<file path="src/rtl/ascii2hex_accum.sv">
// ASCII hex-line accumulator: collects hex digits up to a CR and emits the word.
// Optional macro ASCII2HEX_LOWER_EN also accepts lowercase a-f as digits.
module ascii2hex_accum #(
    parameter int MAX_DIGITS = 4
) (
    input  logic                    clk,
    input  logic                    rst,
    input  logic [6:0]              in_char,
    input  logic                    in_valid,
    output logic                    in_ready,
    output logic [4*MAX_DIGITS-1:0] out_word,
    output logic [2:0]              out_count,
    output logic                    out_valid,
    input  logic                    out_ready,
    output logic                    err,
    output logic [1:0]              err_code
);

    localparam int W = 4 * MAX_DIGITS;
    localparam logic [2:0] MAX_CNT = 3'(MAX_DIGITS);

    typedef enum logic [1:0] {
        ST_ACC = 2'd0,
        ST_OUT = 2'd1,
        ST_ERR = 2'd2
    } state_t;

    state_t         state_q, state_d;
    logic [W-1:0]   word_q, word_d;
    logic [2:0]     count_q, count_d;
    logic           out_valid_q, out_valid_d;
    logic           err_q, err_d;
    logic [1:0]     err_code_q, err_code_d;

    logic           is_digit;
    logic           is_cr;
    logic [3:0]     nibble;
    logic           accept;

    always_comb begin
        is_digit = 1'b0;
        is_cr    = 1'b0;
        nibble   = 4'h0;
        if (in_char >= 7'h30 && in_char <= 7'h39) begin
            is_digit = 1'b1;
            nibble   = in_char[3:0];
        end else if (in_char >= 7'h41 && in_char <= 7'h46) begin
            is_digit = 1'b1;
            nibble   = in_char[3:0] + 4'd9;
`ifdef ASCII2HEX_LOWER_EN
        end else if (in_char >= 7'h61 && in_char <= 7'h66) begin
            is_digit = 1'b1;
            nibble   = in_char[3:0] + 4'd9;
`endif
        end else if (in_char == 7'h0D) begin
            is_cr = 1'b1;
        end
    end

    assign in_ready = (state_q != ST_OUT);
    assign accept   = in_valid && in_ready;

    always_comb begin
        state_d     = state_q;
        word_d      = word_q;
        count_d     = count_q;
        out_valid_d = out_valid_q;
        err_d       = err_q;
        err_code_d  = err_code_q;
        case (state_q)
            ST_ACC: begin
                if (accept) begin
                    if (is_digit) begin
                        if (count_q < MAX_CNT) begin
                            word_d  = (word_q << 4) | W'(nibble);
                            count_d = count_q + 3'd1;
                        end else begin
                            state_d    = ST_ERR;
                            err_d      = 1'b1;
                            err_code_d = 2'b10;
                        end
                    end else if (is_cr) begin
                        // An empty line produces nothing and stays in ACC.
                        if (count_q != 3'd0) begin
                            state_d     = ST_OUT;
                            out_valid_d = 1'b1;
                        end
                    end else begin
                        state_d    = ST_ERR;
                        err_d      = 1'b1;
                        err_code_d = 2'b01;
                    end
                end
            end
            ST_OUT: begin
                if (out_ready) begin
                    state_d     = ST_ACC;
                    word_d      = '0;
                    count_d     = 3'd0;
                    out_valid_d = 1'b0;
                end
            end
            ST_ERR: begin
                if (accept && is_cr) begin
                    state_d    = ST_ACC;
                    word_d     = '0;
                    count_d    = 3'd0;
                    err_d      = 1'b0;
                    err_code_d = 2'b00;
                end
            end
            default: begin
                state_d     = ST_ACC;
                word_d      = '0;
                count_d     = 3'd0;
                out_valid_d = 1'b0;
                err_d       = 1'b0;
                err_code_d  = 2'b00;
            end
        endcase
    end

    always_ff @(posedge clk or posedge rst) begin
        if (rst) begin
            state_q     <= ST_ACC;
            word_q      <= '0;
            count_q     <= 3'd0;
            out_valid_q <= 1'b0;
            err_q       <= 1'b0;
            err_code_q  <= 2'b00;
        end else begin
            state_q     <= state_d;
            word_q      <= word_d;
            count_q     <= count_d;
            out_valid_q <= out_valid_d;
            err_q       <= err_d;
            err_code_q  <= err_code_d;
        end
    end

    assign out_valid = out_valid_q;
    assign out_word  = out_valid_q ? word_q : '0;
    assign out_count = out_valid_q ? count_q : 3'd0;
    assign err       = err_q;
    assign err_code  = err_code_q;

endmodule
</file>
<file path="config.mk">
export PLATFORM = sky130hd
export DESIGN_NAME = ascii2hex_accum
export DESIGN_NICKNAME = d
export VERILOG_FILES = /design/src/rtl/ascii2hex_accum.sv
export SDC_FILE = /design/constraint.sdc
export NUM_CORES = 1
export LEC_CHECK = 0
export BUFFER_PORTS_ARGS = -buffer_cell sky130_fd_sc_hd__buf_2
export CAP_MARGIN = 0
export CORE_MARGIN = 4
export CORE_UTILIZATION = 40
export CTS_CLUSTER_SIZE = 30
export DETAILED_ROUTE_END_ITERATION = 7
export MAX_ROUTING_LAYER = met4
export PLACE_DENSITY = 0.72
export SLEW_MARGIN = 20
export SYNTH_ARGS = -nofsm -noshare
export SYNTH_HDL_FRONTEND = slang
export SYNTH_SLANG_ARGS = --single-unit
</file>
<file path="constraint.sdc">
create_clock -name clk -period 1.5 [get_ports clk]
set_input_delay 0.3 -clock clk [delete_from_list [all_inputs] [get_ports clk]]
set_output_delay 0.3 -clock clk [all_outputs]
set_load 0.01 [all_outputs]
</file>
## After elaboration in Yosys (flattened, before gate mapping)

Cells that the tools add are included.

| storage, ports and cells | value |
|---|---|
| flip-flop bits (word level) | 25 |
| input port bits | 11 |
| output and inout port bits | 24 |
| word-level logic and storage cells | 86 |

| cells by class | value |
|---|---|
| add/subtract/negate cells | 2 |
| order comparisons | 5 |
| eq/ne operators | 15 |
| muxes and demuxes | 45 |
| bitwise gates (word level) | 3 |
| reduce and logical (&&, ||, !) cells | 10 |

Operator list:

| cell | count |
|---|---|
| $mux W16 | 6 |
| $pmux W16 S3 | 1 |
| $mux W2 | 10 |
| $mux W3 | 6 |
| $ne A2 B2 Y1 const B | 8 |
| $or A16 B4 Y16 | 1 |
| $mux W1 | 15 |
| $reduce_and A5 Y1 | 3 |
| $pmux W2 S3 | 2 |
| $pmux W3 S3 | 1 |
| $mux W4 | 2 |
| $eq A7 B4 Y1 const B | 1 |
| $ge A7 B6 Y1 const B | 1 |
| $ge A7 B7 Y1 const B | 1 |
| $le A7 B6 Y1 const B | 1 |
| $le A7 B7 Y1 const B | 1 |
| $ne A3 B3 Y1 const B | 2 |
| $pmux W1 S3 | 2 |
| $reduce_and A6 Y1 | 1 |
| $add A4 B4 Y4 const B | 1 |
| $logic_and A1 B1 Y1 | 4 |
| $ne A4 B4 Y1 const B | 1 |
| $add A3 B1 Y3 const B | 1 |
| $lt A3 B3 Y1 const B | 1 |
| 6 further kinds | 7 |

## Logic depth before layout (Yosys ltp)

| logic depth | value |
|---|---|
| word-level depth | 9 |
| depth in mapped cells | 9 |
| gate-level depth less buffers | 7 |

## Worst setup path after synthesis

No wires, ideal clock.

| path | value |
|---|---|
| path type | input port to flip-flop |
| start point | in in_char[1] |
| end point | reg word_q[10] |
| library setup time | 0.121 ns |
| data arrival time | 1.763 ns |
| required time | 1.379 ns |
| slack | -0.384 ns |
| stages | 9 |
| buffers on the path | 2 |
| path through | inv_1 -> ha_1 -> or4_4 -> nand3_2 -> a21oi_4 -> and3_4 -> buf_6 -> buf_8 -> a22o_1 |

| between the ends | value |
|---|---|
| longest elaborated chain between the ends | 7 |
| elaborated cells on any way between the ends | 16 |
| those cells by class | order compare (4); eq/ne (3); mux (5); reduce/logical (4) |

Ends and longest elaborated chain:

| item | RTL line | RTL |
|---|---|---|
| start, declared | 8 | `input logic [6:0] in_char,` |
| $ge A7 B7 Y1, or another cell as far along | 47 | `end else if (in_char >= 7'h41 && in_char <= 7'h46) begin` |
| $logic_and A1 B1 Y1 or $mux W1 (tied branches) | 47, 55 |  |
| $mux W1 | 47 |  |
| $mux W1 | 44 | `if (in_char >= 7'h30 && in_char <= 7'h39) begin` |
| $logic_and A1 B1 Y1 | 104 | `if (accept && is_cr) begin` |
| $ne A2 B2 Y1 (no line) | - |  |
| $reduce_and A5 Y1 (no line) * | - |  |
| end signal, assigned | 133 | `word_q <= word_d;` |
| end, declared | 29 | `logic [W-1:0] word_q, word_d;` |

Mark *: on every way between the ends. The rest lies on a longest branch, timed or not.
A chain may end at the register's enable or synchronous reset.

## Worst setup path in the final report

| path | value |
|---|---|
| start point | in in_char[1] |
| end point | reg count_q[0] |

| between the ends | value |
|---|---|
| longest elaborated chain between the ends | 7 |
| elaborated cells on any way between the ends | 16 |
| those cells by class | order compare (4); eq/ne (3); mux (5); reduce/logical (4) |

Ends and longest elaborated chain:

| item | RTL line | RTL |
|---|---|---|
| $ge A7 B7 Y1, or another cell as far along | 47 |  |
| $logic_and A1 B1 Y1 or $mux W1 (tied branches) | 47, 55 |  |
| $mux W1 | 47 |  |
| $mux W1 | 44 |  |
| $logic_and A1 B1 Y1 | 104 |  |
| $ne A2 B2 Y1 (no line) | - |  |
| $reduce_and A5 Y1 (no line) * | - |  |
| end signal, assigned | 134 | `count_q <= count_d;` |
| end, declared | 30 | `logic [2:0] count_q, count_d;` |

Marked as above.

==> impl_metrics.yaml <==
pwr:
  p_comb_share_pct: 15.4
  intPower_uw: 876
  power_density_nw_per_um2: 593
  ir_drop_v: 0.000285
  p_sw_uw: 299
  switching_share_pct: 25.5
  p_seq_share_pct: 59.1
  clockPowerShare_pct: 25.5
  p_leak_nw: 0.995
placed_design:
  gp_congestion: 0.794
  dpl.hpwl_mm: 2.37
  io_buffers: 34
  placed_cell_area_um2: 1780
clocking:
  clkTransAtPathRegs_ps: 130
  cts_tree: "done"
  ctsHtreeMaxLevel: 1
  cts_root_buffer: "clkbuf_4"
  cts_buffers: 3
  cts_buffer_depth: 2
  insertion_delay_ps: 320
  cts.sinks: 25
min_path:
  hold_path_class: "in -> async"
floorplanning:
  start_util_pct: 42.0
  die_area_um2: 4580
  fp.dieW_um: 67.7
  rows: 21
  die_h_um: 67.7
  core-area_um2: 3390
  ios: 35
timing:
  min_period_ps: 1540
  fin_skew_ps: 3.87
  setup_slack_ps: -43.8
  finalCritPeriodShare_pct: 103
  max_slew_margin_pct: 76.5
  fmax_ghz: 0.648
  rsz0062_at_grt: "yes"
  setup_viol: 5
  finalMaxSlewViolations: 0
  tightest_slew_ps: 352
  hold_violations: 0
synthesis:
  yosys_warnings: 0
  netlist_area_um2: 1430
  synth_top_area_share_pct: 43.9
  synthArstFlopShare_pct: 100
  synth-edff-count: 0
  synth_area_per_cell_um2: 10.6
  netlist_instances: 135
  synth_top_area_cell: "dfrtp_1"
  synth-seq-area-share_pct: 43.9
  ys_types: 43
  ys.flop_type: "dfrtp_1"
  ys_ff_latch: 25
  syn-num-nets: 151
  synth.area.top_cells: "dfrtp_1 44%, a22o_1 10%, and2_1 8.3%"
critical_path:
  slowest_stage: "or4_4"
  r2r_slack_ps: 40
  worstPathRequired_ps: 1720
  worst-path-stages: 8
  setup.worst_path.end: "count_q[0]$_DFFE_PP0P_"
  worstPathCellList: "buf_12, inv_12, ha_4, or4_4, nand3_4, a21oi_4, and3_4, mux2_2"
  end_kind: "register"
  r2r_end: "word_q[1]$_DFFE_PP0P_"
  crit_path_start_kind: "input port"
  critPathBufInv: 2
  arrival_ps: 1770
  r2r_start: "state_q[0]$_DFFE_PP0P_"
  cpPeakStageDelay_ps: 520
  startpoint: "in_char[1]"
  criticalPathCategory: "in -> reg"
  rr_worst_depth: 6
  critical_path.max_fanout: 9
  cp_top_family: "simple AND/OR/NAND/NOR gates"
final_layout:
  area_growth_syn_to_layout_pct: 39.0
  final_util_pct: 58.4
  fin_nets: 210
  num_antenna_cells: 0
  final_area_um2: 1980
  layout-drive-gt1-share_pct: 47.2
  fillers: 314
detailed_routing:
  vias_per_cell: 5.33
  vias: 1275
  drcViolationCount: 0
  drtAntennaViolNets: 0
  avgRoutedWirePerCell_um: 14.3
  routed_wl_mm: 3.42
  drtIter0Drc: 68
  first_pass_iters: 4
global_route:
  grt_pass1_vias: 1205
  grt_usage_pct: 16.3
  antenna_found_initial: 0
  grt_max_degree: 26
  overflow: 0
  grt_pass1_wl_mm: 5.46
job:
  cap_violations: 0
status:
  status: "complete, but fails checks"
  violations: "setup timing"
[area by class of cell]
class	count	area (um^2)	area share (%)
clock buffers	3	22.5	1.14
clock inverters	1	5.00	0.253
inverters	9	46.3	2.34
multi-input cells	97	812	41.0
flip-flops and latches	25	628	31.7
well taps	46	57.6	2.91
repair buffers	58	409	20.7
[state kept, by name (all words and copies together) (netlist names)]
register   cells
err_code       2
word_q        16
out_valid      1
count_q        3
err            1
state_q        2
[worst reg2reg max path: stages, from the launching register on]
cell	delay, ps
dfrtp_2	480
nand2b_1	110
o22ai_1	110
a31oi_4	210
o21ai_4	110
buf_6	140
a22o_1	190
[how the worst min path moves through the flow]
stage	from	end	slack, ps
after CTS	rst	word_q[13]$_DFFE_PP0P_	20
final	rst	word_q[5]$_DFFE_PP0P_	4
after detailed placement	rst	word_q[13]$_DFFE_PP0P_	370
after global routing	rst	word_q[5]$_DFFE_PP0P_	30
after floorplan	rst	count_q[0]$_DFFE_PP0P_	330
after global placement	rst	out_valid$_DFFE_PP0P_	360
[stage by stage]
stage	setup TNS, ps	power (mW)	std cells	setup WS [ps]	hold slack (ps)
floorplan	-4950	0.786	135	-317	327
global placement	-9280	0.864	226	-479	356
detailed placement	-10440	0.872	226	-547	372
CTS	-312	1.18	236	-58.3	15.4
global route	-363	1.24	239	-52.1	28.7
finish	-76.5	1.17	239	-43.8	3.67
[cell families (layout without fill, tap and decap cells)]
family / after synthesis / after routing / share of synthesized area, %
and+or+nand+nor: 48 / 49 / 20.9
AOI/OAI and AO/OA: 41 / 41 / 24.3
xor gates and xnor gates: 1 / 1 / 0.615
buffers and inverters: 14 / 71 / 5.09
adders and majority gates: 5 / 5 / 4.39
DFF: 25 / 25 / 43.9
muxes: 1 / 1 / 0.790
[cell usage after synthesis, drive strengths merged, types with 2 or more instances]
cell    instances
a31oi           2
and2           19
dfrtp          25
nand2           8
nand2b          3
nor4b           2
nor2            3
buf             3
a22o           18
nand3           5
a21oi           6
ha              5
inv             9
o21ai           6
clkbuf          2
[power by group through the flow]
stage | logic [mW] | clock network [mW] | registers (mW)
after floorplan | 0.0760 | 0 | 0.710
after global placement | 0.158 | 0 | 0.705
after detailed placement | 0.165 | 0 | 0.707
after CTS | 0.178 | 0.308 | 0.694
after global routing | 0.199 | 0.342 | 0.696
final | 0.181 | 0.300 | 0.694
[cells in the final DEF (no fill, tap or decap), types with 2 or more instances in the layout]
cell type | synthesis | layout
a21oi_1 | 5 | 5
a22o_1 | 17 | 17
and2_1 | 19 | 9
and2_4 | 0 | 10
and3_4 | 1 | 2
buf_2 | 1 | 29
buf_4 | 0 | 19
buf_6 | 1 | 9
clkbuf_4 | 0 | 3
dfrtp_1 | 25 | 23
dfrtp_2 | 0 | 2
ha_1 | 5 | 4
inv_1 | 9 | 8
nand2_1 | 8 | 8
nand2b_1 | 3 | 2
nand3_1 | 4 | 4
nor2_1 | 3 | 3
nor4b_2 | 1 | 2
o21ai_0 | 4 | 4
[timing repair]
item	CTS	global route
gates cloned	2	0
setup endpoints to repair	39	38
buffers inserted	4	3
pin swaps	13	5
hold buffers	0	0
gates resized for setup	12	18
endpoints found under the hold margin	0	0
[metal layers]
| layer | routed length (um) | share of wire (%) | track usage [%] |
|---|---|---|---|
| met1 | 1410 | 41 | 18.4 |
| met5 | 0 | 0 | - |
| met3 | 184 | 5.4 | 2.50 |
| met4 | 28 | 0.82 | 5.32 |
| met2 | 1800 | 53 | 29.0 |
No activity file was read; power rests on OpenSTA's default activity.
